$ cat config.mk
export PLATFORM = sky130hd
export DESIGN_NAME = sram_arbiter_flat
export DESIGN_NICKNAME = d
export VERILOG_FILES = /design/src/rtl/sram_arbiter_if.sv /design/src/rtl/sram_arbiter.sv /design/src/flat_wrapper.sv
export SDC_FILE = /design/constraint.sdc
export NUM_CORES = 1
export LEC_CHECK = 0
export BUFFER_PORTS_ARGS = -buffer_cell sky130_fd_sc_hd__buf_4
export CAP_MARGIN = 40
export CORE_MARGIN = 8
export CORE_UTILIZATION = 50
export CTS_BUF_LIST = sky130_fd_sc_hd__clkbuf_16
export DETAILED_ROUTE_END_ITERATION = 16
export PLACE_DENSITY_LB_ADDON = 0.2
export SYNTH_ARGS = -nofsm -noshare
export SYNTH_HDL_FRONTEND = slang
export SYNTH_SLANG_ARGS = --single-unit
$ cat constraint.sdc
create_clock -name io_mainClk -period 8 [get_ports io_mainClk]
set_input_delay 1.6 -clock io_mainClk [delete_from_list [all_inputs] [get_ports io_mainClk]]
set_output_delay 1.6 -clock io_mainClk [all_outputs]
set_load 0.02 [all_outputs]
$ cat src/rtl/sram_arbiter_if.sv
// Bundle of both requester ports and the external async SRAM pad signals.
// The arbiter connects through the slave modport; requesters and pad logic connect through the master modport.
interface sram_arbiter_if #(
    parameter int ADDR_WIDTH = 18
);
    logic                  io_p0_cmd_valid;
    logic                  io_p0_cmd_ready;
    logic                  io_p0_cmd_write;
    logic [ADDR_WIDTH-2:0] io_p0_cmd_addr;
    logic [31:0]           io_p0_cmd_wdata;
    logic [3:0]            io_p0_cmd_mask;
    logic                  io_p0_rsp_valid;
    logic [31:0]           io_p0_rsp_rdata;

    logic                  io_p1_cmd_valid;
    logic                  io_p1_cmd_ready;
    logic                  io_p1_cmd_write;
    logic [ADDR_WIDTH-2:0] io_p1_cmd_addr;
    logic [31:0]           io_p1_cmd_wdata;
    logic [3:0]            io_p1_cmd_mask;
    logic                  io_p1_rsp_valid;
    logic [31:0]           io_p1_rsp_rdata;

    logic [ADDR_WIDTH-1:0] io_sram_addr;
    logic [15:0]           io_sram_dat_read;
    logic [15:0]           io_sram_dat_write;
    logic                  io_sram_dat_writeEnable;
    logic                  io_sram_cs;
    logic                  io_sram_we;
    logic                  io_sram_oe;
    logic                  io_sram_ub;
    logic                  io_sram_lb;

    modport slave (
        input  io_p0_cmd_valid, io_p0_cmd_write, io_p0_cmd_addr, io_p0_cmd_wdata, io_p0_cmd_mask,
        output io_p0_cmd_ready, io_p0_rsp_valid, io_p0_rsp_rdata,
        input  io_p1_cmd_valid, io_p1_cmd_write, io_p1_cmd_addr, io_p1_cmd_wdata, io_p1_cmd_mask,
        output io_p1_cmd_ready, io_p1_rsp_valid, io_p1_rsp_rdata,
        input  io_sram_dat_read,
        output io_sram_addr, io_sram_dat_write, io_sram_dat_writeEnable,
        output io_sram_cs, io_sram_we, io_sram_oe, io_sram_ub, io_sram_lb
    );

    modport master (
        output io_p0_cmd_valid, io_p0_cmd_write, io_p0_cmd_addr, io_p0_cmd_wdata, io_p0_cmd_mask,
        input  io_p0_cmd_ready, io_p0_rsp_valid, io_p0_rsp_rdata,
        output io_p1_cmd_valid, io_p1_cmd_write, io_p1_cmd_addr, io_p1_cmd_wdata, io_p1_cmd_mask,
        input  io_p1_cmd_ready, io_p1_rsp_valid, io_p1_rsp_rdata,
        output io_sram_dat_read,
        input  io_sram_addr, io_sram_dat_write, io_sram_dat_writeEnable,
        input  io_sram_cs, io_sram_we, io_sram_oe, io_sram_ub, io_sram_lb
    );
endinterface

$ cat src/rtl/sram_arbiter.sv
// Two-port arbiter/sequencer for a 16-bit async SRAM: each 32-bit access runs as a LO then HI halfword phase.
// Define SRAM_ARB_FIXED_PRIO_EN for fixed priority (port 0 wins ties); default is round-robin.
// Handshake: a command transfers in the cycle where cmd_valid && cmd_ready; ready is a one-cycle pulse
// in IDLE, and the requester keeps its command fields stable while valid && !ready.
module sram_arbiter #(
    parameter int ADDR_WIDTH  = 18,
    parameter int WAIT_CYCLES = 1
) (
    input  logic          io_mainClk,
    input  logic          io_reset,
    sram_arbiter_if.slave bus,
    output logic [1:0]    dbg_state_o
);
    typedef enum logic [1:0] {
        ST_IDLE = 2'd0,
        ST_LO   = 2'd1,
        ST_HI   = 2'd2,
        ST_DONE = 2'd3
    } state_t;

    localparam logic [3:0] W_LAST = 4'(WAIT_CYCLES);

    state_t                state_q, state_d;
    logic [3:0]            cnt_q, cnt_d;
    logic                  port_q, port_d;
    logic                  write_q, write_d;
    logic [ADDR_WIDTH-2:0] cmd_addr_q, cmd_addr_d;
    logic [31:0]           wdata_q, wdata_d;
    logic [3:0]            mask_q, mask_d;
    logic [15:0]           lo_q, lo_d;
    logic [31:0]           rdata0_q, rdata0_d;
    logic [31:0]           rdata1_q, rdata1_d;

    logic [ADDR_WIDTH-1:0] sram_addr_q, sram_addr_d;
    logic [15:0]           dat_q, dat_d;
    logic                  wen_q, wen_d;
    logic                  cs_q, cs_d;
    logic                  we_q, we_d;
    logic                  oe_q, oe_d;
    logic                  ub_q, ub_d;
    logic                  lb_q, lb_d;

    logic gnt0, gnt1, take, phase;

`ifdef SRAM_ARB_FIXED_PRIO_EN
    always_comb begin
        gnt0 = bus.io_p0_cmd_valid;
        gnt1 = bus.io_p1_cmd_valid && !bus.io_p0_cmd_valid;
    end
`else
    // last_q names the port granted most recently; resets to 1 so port 0 wins the first tie.
    logic last_q, last_d;

    always_comb begin
        gnt0   = bus.io_p0_cmd_valid && (!bus.io_p1_cmd_valid || last_q);
        gnt1   = bus.io_p1_cmd_valid && (!bus.io_p0_cmd_valid || !last_q);
        last_d = (take && !io_reset) ? gnt1 : last_q;
    end

    always_ff @(posedge io_mainClk) begin
        if (io_reset) last_q <= 1'b1;
        else          last_q <= last_d;
    end
`endif

    assign take = (state_q == ST_IDLE) && (gnt0 || gnt1);

    always_comb begin
        state_d    = state_q;
        cnt_d      = cnt_q;
        port_d     = port_q;
        write_d    = write_q;
        cmd_addr_d = cmd_addr_q;
        wdata_d    = wdata_q;
        mask_d     = mask_q;
        lo_d       = lo_q;
        rdata0_d   = rdata0_q;
        rdata1_d   = rdata1_q;
        case (state_q)
            ST_IDLE: begin
                if (take) begin
                    state_d    = ST_LO;
                    cnt_d      = 4'd0;
                    port_d     = gnt1;
                    write_d    = gnt1 ? bus.io_p1_cmd_write : bus.io_p0_cmd_write;
                    cmd_addr_d = gnt1 ? bus.io_p1_cmd_addr  : bus.io_p0_cmd_addr;
                    wdata_d    = gnt1 ? bus.io_p1_cmd_wdata : bus.io_p0_cmd_wdata;
                    mask_d     = gnt1 ? bus.io_p1_cmd_mask  : bus.io_p0_cmd_mask;
                end
            end
            ST_LO: begin
                if (cnt_q == W_LAST) begin
                    state_d = ST_HI;
                    cnt_d   = 4'd0;
                    if (!write_q) lo_d = bus.io_sram_dat_read;
                end else begin
                    cnt_d = cnt_q + 4'd1;
                end
            end
            ST_HI: begin
                if (cnt_q == W_LAST) begin
                    state_d = ST_DONE;
                    cnt_d   = 4'd0;
                    if (!write_q && port_q)  rdata1_d = {bus.io_sram_dat_read, lo_q};
                    if (!write_q && !port_q) rdata0_d = {bus.io_sram_dat_read, lo_q};
                end else begin
                    cnt_d = cnt_q + 4'd1;
                end
            end
            default: state_d = ST_IDLE;
        endcase
    end

    // Pad values are derived from the next state so the registered pins line up with the phase they belong to.
    always_comb begin
        phase       = (state_d == ST_HI);
        sram_addr_d = '0;
        dat_d       = 16'h0000;
        wen_d       = 1'b0;
        cs_d        = 1'b1;
        we_d        = 1'b1;
        oe_d        = 1'b1;
        ub_d        = 1'b1;
        lb_d        = 1'b1;
        if (state_d == ST_LO || state_d == ST_HI) begin
            cs_d        = 1'b0;
            sram_addr_d = {cmd_addr_d, phase};
            if (write_d) begin
                wen_d = 1'b1;
                we_d  = (cnt_d == W_LAST);
                dat_d = phase ? wdata_d[31:16] : wdata_d[15:0];
                lb_d  = phase ? ~mask_d[2] : ~mask_d[0];
                ub_d  = phase ? ~mask_d[3] : ~mask_d[1];
            end else begin
                oe_d = 1'b0;
                ub_d = 1'b0;
                lb_d = 1'b0;
            end
        end
    end

    always_ff @(posedge io_mainClk) begin
        if (io_reset) begin
            state_q     <= ST_IDLE;
            cnt_q       <= 4'd0;
            port_q      <= 1'b0;
            write_q     <= 1'b0;
            cmd_addr_q  <= '0;
            wdata_q     <= 32'h0;
            mask_q      <= 4'h0;
            lo_q        <= 16'h0;
            rdata0_q    <= 32'h0;
            rdata1_q    <= 32'h0;
            sram_addr_q <= '0;
            dat_q       <= 16'h0;
            wen_q       <= 1'b0;
            cs_q        <= 1'b1;
            we_q        <= 1'b1;
            oe_q        <= 1'b1;
            ub_q        <= 1'b1;
            lb_q        <= 1'b1;
        end else begin
            state_q     <= state_d;
            cnt_q       <= cnt_d;
            port_q      <= port_d;
            write_q     <= write_d;
            cmd_addr_q  <= cmd_addr_d;
            wdata_q     <= wdata_d;
            mask_q      <= mask_d;
            lo_q        <= lo_d;
            rdata0_q    <= rdata0_d;
            rdata1_q    <= rdata1_d;
            sram_addr_q <= sram_addr_d;
            dat_q       <= dat_d;
            wen_q       <= wen_d;
            cs_q        <= cs_d;
            we_q        <= we_d;
            oe_q        <= oe_d;
            ub_q        <= ub_d;
            lb_q        <= lb_d;
        end
    end

    // A command is not accepted during reset since nothing would be latched.
    assign bus.io_p0_cmd_ready = take && gnt0 && !io_reset;
    assign bus.io_p1_cmd_ready = take && gnt1 && !io_reset;
    assign bus.io_p0_rsp_valid = (state_q == ST_DONE) && !port_q;
    assign bus.io_p1_rsp_valid = (state_q == ST_DONE) && port_q;
    assign bus.io_p0_rsp_rdata = rdata0_q;
    assign bus.io_p1_rsp_rdata = rdata1_q;

    assign bus.io_sram_addr            = sram_addr_q;
    assign bus.io_sram_dat_write       = dat_q;
    assign bus.io_sram_dat_writeEnable = wen_q;
    assign bus.io_sram_cs              = cs_q;
    assign bus.io_sram_we              = we_q;
    assign bus.io_sram_oe              = oe_q;
    assign bus.io_sram_ub              = ub_q;
    assign bus.io_sram_lb              = lb_q;
    assign dbg_state_o                 = state_q;
endmodule

$ cat src/flat_wrapper.sv
// flat-port wrapper written by rule: the top's interface ports become plain ports
module sram_arbiter_flat 
#(
    parameter int ADDR_WIDTH  = 18,
    parameter int WAIT_CYCLES = 1
)
  (io_mainClk, io_reset, dbg_state_o, bus_io_p0_cmd_valid, bus_io_p0_cmd_write, bus_io_p0_cmd_addr, bus_io_p0_cmd_wdata, bus_io_p0_cmd_mask, bus_io_p0_cmd_ready, bus_io_p0_rsp_valid, bus_io_p0_rsp_rdata, bus_io_p1_cmd_valid, bus_io_p1_cmd_write, bus_io_p1_cmd_addr, bus_io_p1_cmd_wdata, bus_io_p1_cmd_mask, bus_io_p1_cmd_ready, bus_io_p1_rsp_valid, bus_io_p1_rsp_rdata, bus_io_sram_dat_read, bus_io_sram_addr, bus_io_sram_dat_write, bus_io_sram_dat_writeEnable, bus_io_sram_cs, bus_io_sram_we, bus_io_sram_oe, bus_io_sram_ub, bus_io_sram_lb);
  sram_arbiter_if #(.ADDR_WIDTH(ADDR_WIDTH)) bus_i ();
  input  logic io_mainClk;
  input  logic io_reset;
  output logic [1:0] dbg_state_o;
  input wire logic [$bits(bus_i.io_p0_cmd_valid)-1:0] bus_io_p0_cmd_valid;
  input wire logic [$bits(bus_i.io_p0_cmd_write)-1:0] bus_io_p0_cmd_write;
  input wire logic [$bits(bus_i.io_p0_cmd_addr)-1:0] bus_io_p0_cmd_addr;
  input wire logic [$bits(bus_i.io_p0_cmd_wdata)-1:0] bus_io_p0_cmd_wdata;
  input wire logic [$bits(bus_i.io_p0_cmd_mask)-1:0] bus_io_p0_cmd_mask;
  output wire logic [$bits(bus_i.io_p0_cmd_ready)-1:0] bus_io_p0_cmd_ready;
  output wire logic [$bits(bus_i.io_p0_rsp_valid)-1:0] bus_io_p0_rsp_valid;
  output wire logic [$bits(bus_i.io_p0_rsp_rdata)-1:0] bus_io_p0_rsp_rdata;
  input wire logic [$bits(bus_i.io_p1_cmd_valid)-1:0] bus_io_p1_cmd_valid;
  input wire logic [$bits(bus_i.io_p1_cmd_write)-1:0] bus_io_p1_cmd_write;
  input wire logic [$bits(bus_i.io_p1_cmd_addr)-1:0] bus_io_p1_cmd_addr;
  input wire logic [$bits(bus_i.io_p1_cmd_wdata)-1:0] bus_io_p1_cmd_wdata;
  input wire logic [$bits(bus_i.io_p1_cmd_mask)-1:0] bus_io_p1_cmd_mask;
  output wire logic [$bits(bus_i.io_p1_cmd_ready)-1:0] bus_io_p1_cmd_ready;
  output wire logic [$bits(bus_i.io_p1_rsp_valid)-1:0] bus_io_p1_rsp_valid;
  output wire logic [$bits(bus_i.io_p1_rsp_rdata)-1:0] bus_io_p1_rsp_rdata;
  input wire logic [$bits(bus_i.io_sram_dat_read)-1:0] bus_io_sram_dat_read;
  output wire logic [$bits(bus_i.io_sram_addr)-1:0] bus_io_sram_addr;
  output wire logic [$bits(bus_i.io_sram_dat_write)-1:0] bus_io_sram_dat_write;
  output wire logic [$bits(bus_i.io_sram_dat_writeEnable)-1:0] bus_io_sram_dat_writeEnable;
  output wire logic [$bits(bus_i.io_sram_cs)-1:0] bus_io_sram_cs;
  output wire logic [$bits(bus_i.io_sram_we)-1:0] bus_io_sram_we;
  output wire logic [$bits(bus_i.io_sram_oe)-1:0] bus_io_sram_oe;
  output wire logic [$bits(bus_i.io_sram_ub)-1:0] bus_io_sram_ub;
  output wire logic [$bits(bus_i.io_sram_lb)-1:0] bus_io_sram_lb;
  assign bus_i.io_p0_cmd_valid = bus_io_p0_cmd_valid;
  assign bus_i.io_p0_cmd_write = bus_io_p0_cmd_write;
  assign bus_i.io_p0_cmd_addr = bus_io_p0_cmd_addr;
  assign bus_i.io_p0_cmd_wdata = bus_io_p0_cmd_wdata;
  assign bus_i.io_p0_cmd_mask = bus_io_p0_cmd_mask;
  assign bus_io_p0_cmd_ready = bus_i.io_p0_cmd_ready;
  assign bus_io_p0_rsp_valid = bus_i.io_p0_rsp_valid;
  assign bus_io_p0_rsp_rdata = bus_i.io_p0_rsp_rdata;
  assign bus_i.io_p1_cmd_valid = bus_io_p1_cmd_valid;
  assign bus_i.io_p1_cmd_write = bus_io_p1_cmd_write;
  assign bus_i.io_p1_cmd_addr = bus_io_p1_cmd_addr;
  assign bus_i.io_p1_cmd_wdata = bus_io_p1_cmd_wdata;
  assign bus_i.io_p1_cmd_mask = bus_io_p1_cmd_mask;
  assign bus_io_p1_cmd_ready = bus_i.io_p1_cmd_ready;
  assign bus_io_p1_rsp_valid = bus_i.io_p1_rsp_valid;
  assign bus_io_p1_rsp_rdata = bus_i.io_p1_rsp_rdata;
  assign bus_i.io_sram_dat_read = bus_io_sram_dat_read;
  assign bus_io_sram_addr = bus_i.io_sram_addr;
  assign bus_io_sram_dat_write = bus_i.io_sram_dat_write;
  assign bus_io_sram_dat_writeEnable = bus_i.io_sram_dat_writeEnable;
  assign bus_io_sram_cs = bus_i.io_sram_cs;
  assign bus_io_sram_we = bus_i.io_sram_we;
  assign bus_io_sram_oe = bus_i.io_sram_oe;
  assign bus_io_sram_ub = bus_i.io_sram_ub;
  assign bus_io_sram_lb = bus_i.io_sram_lb;
  sram_arbiter #(.ADDR_WIDTH(ADDR_WIDTH), .WAIT_CYCLES(WAIT_CYCLES)) u_core (.io_mainClk(io_mainClk), .io_reset(io_reset), .bus(bus_i), .dbg_state_o(dbg_state_o));
endmodule
-- Word-level counts from Yosys, hierarchy flattened
Index checks and enable logic that the tools add are counted.
- add/subtract/negate cells: 1
- multipliers: 0
- div/mod/pow operators: 0
- order comparisons: 0
- equal/unequal tests: 7
- shifts and indexed selects: 0
- muxes and demuxes: 26
- bitwise operators: 7
- reduce and logical (&&, ||, !) cells: 30
- operators by type and width (kind ; number):
    2-to-1 mux 32 bit ; 3
    2-to-1 mux 17 bit ; 3
    2-to-1 mux 4 bit ; 5
    2-to-1 mux 16 bit ; 1
    logical AND 1 bit ; 12
    2-to-1 mux 1 bit ; 9
    AND reduction 3 bit ; 3
    equality test 4 x 1 -> 1 bit (second input constant) ; 2
    one-hot mux 4 bit (2 select lines) ; 1
    inverter 1 bit ; 7
    equality test 2 bit (second input constant) ; 3
    zero test 1 bit ; 6
    2-to-1 mux 2 bit ; 3
    one-hot mux 2 bit (3 select lines) ; 1
    adder 4 x 1 -> 4 bit (second input constant) ; 1
    equality test 2 x 1 -> 1 bit (second input constant) ; 2
    logical OR 1 bit ; 4
    OR reduction 2 bit ; 2
    OR reduction 3 bit ; 1
    zero test 2 bit ; 1
    AND reduction 2 bit ; 1
- register bits after elaboration: 182
- bits in latches: 0
- bits in writable memories: 0
- bits in read-only memories: 0
- input bits: 128
- logic and storage cells: 90
- memories: 0

-- Longest topological paths before layout
- depth after elaboration: 11
- gate-level depth with buffers: 13
- mapped depth without buffers: 11

-- Worst setup path before layout
OpenSTA, ideal clock, no wires.
- kind: input to output
- from: in io_reset
- to: out bus_io_p0_cmd_ready
- arrival: 2.517 ns
- data required time: 6.400 ns
- path slack: 3.883 ns
- stages: 4
- path buffers: 3
- cell sequence: buf_2 -> clkbuf_1 -> clkbuf_1 -> nor2_1
- cells in the longest elaborated chain, start to end: 2
- ends and longest elaborated chain (what ; RTL line ; RTL):
    start: declaration ; flat_wrapper.sv:10 ; input logic io_reset;
    zero test 1 bit ; sram_arbiter.sv:185 ; assign bus.io_p0_cmd_ready = take && gnt0 && !io_reset;
    logical AND 1 bit ; sram_arbiter.sv:185 ;
    end: declaration ; flat_wrapper.sv:17 ; output wire logic [$bits(bus_i.io_p0_cmd_ready)-1:0] bus_io_p0_cmd_ready;
Every way passes these cells.

-- Worst setup path in the final report
- from: in bus_io_p1_cmd_valid
- to: reg u_core.dat_q[3] (netlist: u_core.bus.io_sram_dat_write[3])
- cells in the longest elaborated chain, start to end: 11
- elaborated cells between the ends (all ways): 21
- ends and longest elaborated chain (what ; RTL line ; RTL):
    start: declaration ; flat_wrapper.sv:20 ; input wire logic [$bits(bus_i.io_p1_cmd_valid)-1:0] bus_io_p1_cmd_valid;
    zero test 1 bit ; sram_arbiter.sv:55 ; gnt0 = bus.io_p0_cmd_valid && (!bus.io_p1_cmd_valid || last_q);
    logical OR 1 bit ; sram_arbiter.sv:55 ;
    logical AND 1 bit ; sram_arbiter.sv:55 ;
    logical OR 1 bit ; sram_arbiter.sv:66 ; assign take = (state_q == ST_IDLE) && (gnt0 || gnt1);
    logical AND 1 bit ; sram_arbiter.sv:66 ;
    2-to-1 mux 2 bit ; sram_arbiter.sv:81 ; if (take) begin
    one-hot mux 2 bit (3 select lines) ; sram_arbiter.sv:79 ; case (state_q)
    equality test 2 x 1 -> 1 bit or equality test 2 bit (tied branches) ; sram_arbiter.sv:125, sram_arbiter.sv:116 ;
    logical OR 1 bit ; sram_arbiter.sv:125 ; if (state_d == ST_LO || state_d == ST_HI) begin
    inverter 1 bit (no line) ; n/a ;
    OR reduction 3 bit (no line) ; n/a ;
    end signal: assignment ; sram_arbiter.sv:174 ; dat_q <= dat_d;
    end: declaration ; sram_arbiter.sv:35 ; logic [15:0] dat_q, dat_d;
Several ways; a longest one is shown, not always the timed one.
A chain may end at the register's enable or synchronous reset.

==> results.py <==
metrics = {
    "timing": {
        "rsz0062_at_grt": "no",
        "setup_viol": 0,
        "final.period_utilization_pct": 52.7,
        "drv_slew": 0,
        "fmax_mhz": 237,
        "skew_ps": 7.64,
        "finalCriticalPeriod_ps": 4210,
        "hold_viol": 0,
        "finalWorstSetupSlack_ps": 3790,
        "hold_ws_ps": 453,
        "worst_pin_slew_ps": 878,
        "setup_tns_ps": 0,
        "slew_headroom_pct": 41.5,
    },
    "detailed_routing": {
        "drt_pass1_iterations": 4,
        "wirelength_um": 18600,
        "drt_iter0_markers": 367,
        "avgViaCountPerCell": 5.02,
        "final_antenna_net_count": 0,
        "drcViolationCount": 0,
        "vias": 5994,
        "wl_per_cell_um": 15.6,
    },
    "finish": {
        "fin_util_pct": 67.7,
        "final_cell_area_um2": 9330,
        "layout_common_cells": "buf_4, dfxtp_1, nand2_1, a21oi_1, nor2_1",
        "antenna_cells": 0,
        "drive_gt1_share_pct": 29.3,
        "nets": 1140,
        "final_cell_count_no_fill": 1195,
        "areaGrowthSynthToFinish_pct": 33.4,
        "final_common_cell": "buf_4",
    },
    "placed_design": {
        "pre_cts_slack_ps": 3370,
        "dpl.hpwl_um": 13500,
        "io_buffer_count": 237,
        "finalWeightedCongestion": 0.822,
        "dp.cells": 1165,
        "placed_area_um2": 8820,
    },
    "grt": {
        "grt_max_degree": 88,
        "grt_pass1_wl_um": 29800,
        "grt_pass1_vias": 5880,
        "antenna_found_initial": 0,
        "track_usage_pct": 20.5,
        "gr-total-overflow": 0,
    },
    "die": {
        "rows": 43,
        "core_um2": 13800,
        "die-area_um2": 18000,
        "start_util_pct": 50.7,
        "ios": 238,
        "fp.dieW_um": 134,
        "fp.dieH_um": 134,
    },
    "synth": {
        "ys_seq_elements": 182,
        "synth_fp_nets": 932,
        "ys.flop_type": "dfxtp_1",
        "yosys.area_share.simple_pct": 18.7,
        "synth_fa_ha_area_share_pct": 1.43,
        "synthXorXnorAreaFrac_pct": 0,
        "ys_types": 44,
        "syn_avg_cell_area_um2": 8.78,
        "synth_top_family_by_area": "simple AND/OR/NAND/NOR gates",
        "synth.cell_area_um2": 6990,
        "synth_compound_area_share_pct": 16.2,
        "synth-edff-count": 0,
        "synth-async-reset-ratio_pct": 0,
        "synthCells": 796,
        "seq_area_frac_synth_pct": 52.1,
        "yosys_warnings": 0,
        "muxShareOfSynthArea_pct": 7.16,
    },
    "cts": {
        "cts_made_buffers": 17,
        "cts_resized": 0,
        "clk_latency_ps": 420,
        "path_clk_slew_ps": 60,
        "cts_tree": "built",
        "ctsRootBufferMaster": "clkbuf_16",
        "cts_setup_buffers": 0,
        "cts-hold-fix-buffers": 0,
        "h-tree-depth": 4,
        "clock-sinks": 182,
        "clockBufferDepth": 2,
    },
    "hold_path": {
        "hold_class": "reg -> reg",
        "min_path_cells": 2,
        "hold_path.startpoint": "u_core.bus.io_p1_rsp_rdata[14]$_SDFFE_PP0P_",
        "holdPathEnd": "u_core.bus.io_p1_rsp_rdata[14]$_SDFFE_PP0P_",
    },
    "worst_setup_path": {
        "timing.rr.end": "u_core.bus.io_sram_dat_write[3]$_SDFF_PP0_",
        "start_kind": "primary input",
        "reg2regPathDepth": 10,
        "reg2reg_slack_ps": 4290,
        "cp.required_ps": 8260,
        "startpoint": "bus_io_p1_cmd_valid",
        "crit_fanout": 69,
        "cp-end-kind": "flip-flop",
        "critPathKind": "in -> reg",
        "cp.arrival_ps": 4480,
        "timing.rr.start": "u_core.dbg_state_o[0]$_SDFF_PP0_",
    },
    "pwr": {
        "ir_drop_mv": 0.136,
        "total_power_mw": 2.08,
        "cellPowerDensity_nw_per_um2": 223,
        "p_leak_nw": 3.94,
    },
    "run": {
        "maxCapViolations": 0,
    },
    "status": {
        "status": "completed",
    },
}
cells by family (layout without fill, tap and decap cells):
family	after synthesis	after routing
and+or+nand+nor	313	313
DFF	182	182
AOI/OAI and AO/OA	180	180
buffers and inverters	63	282
muxes	50	50
adders and majority gates	8	8
worst max-delay path, stage by stage:
cell      delay, ps
buf_4           140
o21ai_4         130
buf_4           520
a31o_2          270
ha_1            530
nor2_1          220
and2_1          220
nand2b_1        620
o22ai_1         180
report_power, final:
| part | total (mW) | leakage [nW] | switching, mW | internal, mW |
|---|---|---|---|---|
| combinational | 0.355 | 2.18 | 0.202 | 0.153 |
| clock | 0.729 | 0.268 | 0.317 | 0.412 |
| sequential | 0.992 | 1.48 | 0.0227 | 0.969 |
| total | 2.08 | 3.94 | 0.542 | 1.53 |
cell type report:
class,count,area [um2]
clock inverters,13,78.8
well taps,180,225
repair buffers,246,1870
fillers,1196,4450
flip-flops and latches,182,3640
clock buffers,17,425
multi-input cells,551,3060
inverters,6,22.5
state kept, by name, indices dropped and copies added, names as in the netlist, 2 cells and up:
name,cells
u_core.bus.io_p0_rsp_rdata,32
u_core.bus.io_p1_rsp_rdata,32
u_core.bus.io_sram_addr,18
u_core.bus.io_sram_dat_write,16
u_core.cmd_addr_q,17
u_core.cnt_q,4
u_core.dbg_state_o,2
u_core.lo_q,16
u_core.mask_q,4
u_core.wdata_q,32
cell usage after synthesis, drive strengths merged, types with 3 or more instances:
| cell type | count | area [um2] |
|---|---|---|
| inv | 6 | 22.5 |
| mux2i | 50 | 500 |
| nor2b | 22 | 138 |
| nand2b | 7 | 43.8 |
| a21oi | 120 | 601 |
| nand2 | 169 | 634 |
| nor3b | 3 | 27.5 |
| o21ai | 11 | 55.1 |
| dfxtp | 182 | 3640 |
| buf | 31 | 183 |
| clkbuf | 26 | 97.6 |
| nor2 | 95 | 357 |
| ha | 8 | 100 |
| a211oi | 19 | 193 |
| o22ai | 17 | 169 |
| and2 | 3 | 18.8 |
| nand3 | 4 | 20.0 |
per-layer routing:
| layer | vias to the layer above | wire length (um) | GRT usage [%] |
|---|---|---|---|
| li1 | 3075 | - | - |
| met1 | 2696 | 7870 | 24.9 |
| met2 | 189 | 8540 | 32.0 |
| met3 | 34 | 1780 | 7.97 |
| met4 | 0 | 398 | 8.17 |
| met5 | - | 0 | 0 |
how the worst max path moves through the flow:
stage / end / slack, ps
after CTS: u_core.bus.io_sram_dat_write[1]$_SDFF_PP0_ / 3810
after floorplan: bus_io_p0_cmd_ready / 3880
after global placement: u_core.bus.io_sram_dat_write[0]$_SDFF_PP0_ / 3410
final: u_core.bus.io_sram_dat_write[3]$_SDFF_PP0_ / 3790
after global routing: u_core.bus.io_sram_dat_write[2]$_SDFF_PP0_ / 3490
after detailed placement: u_core.bus.io_sram_dat_write[0]$_SDFF_PP0_ / 3370
No activity file was read; power rests on OpenSTA's default activity.
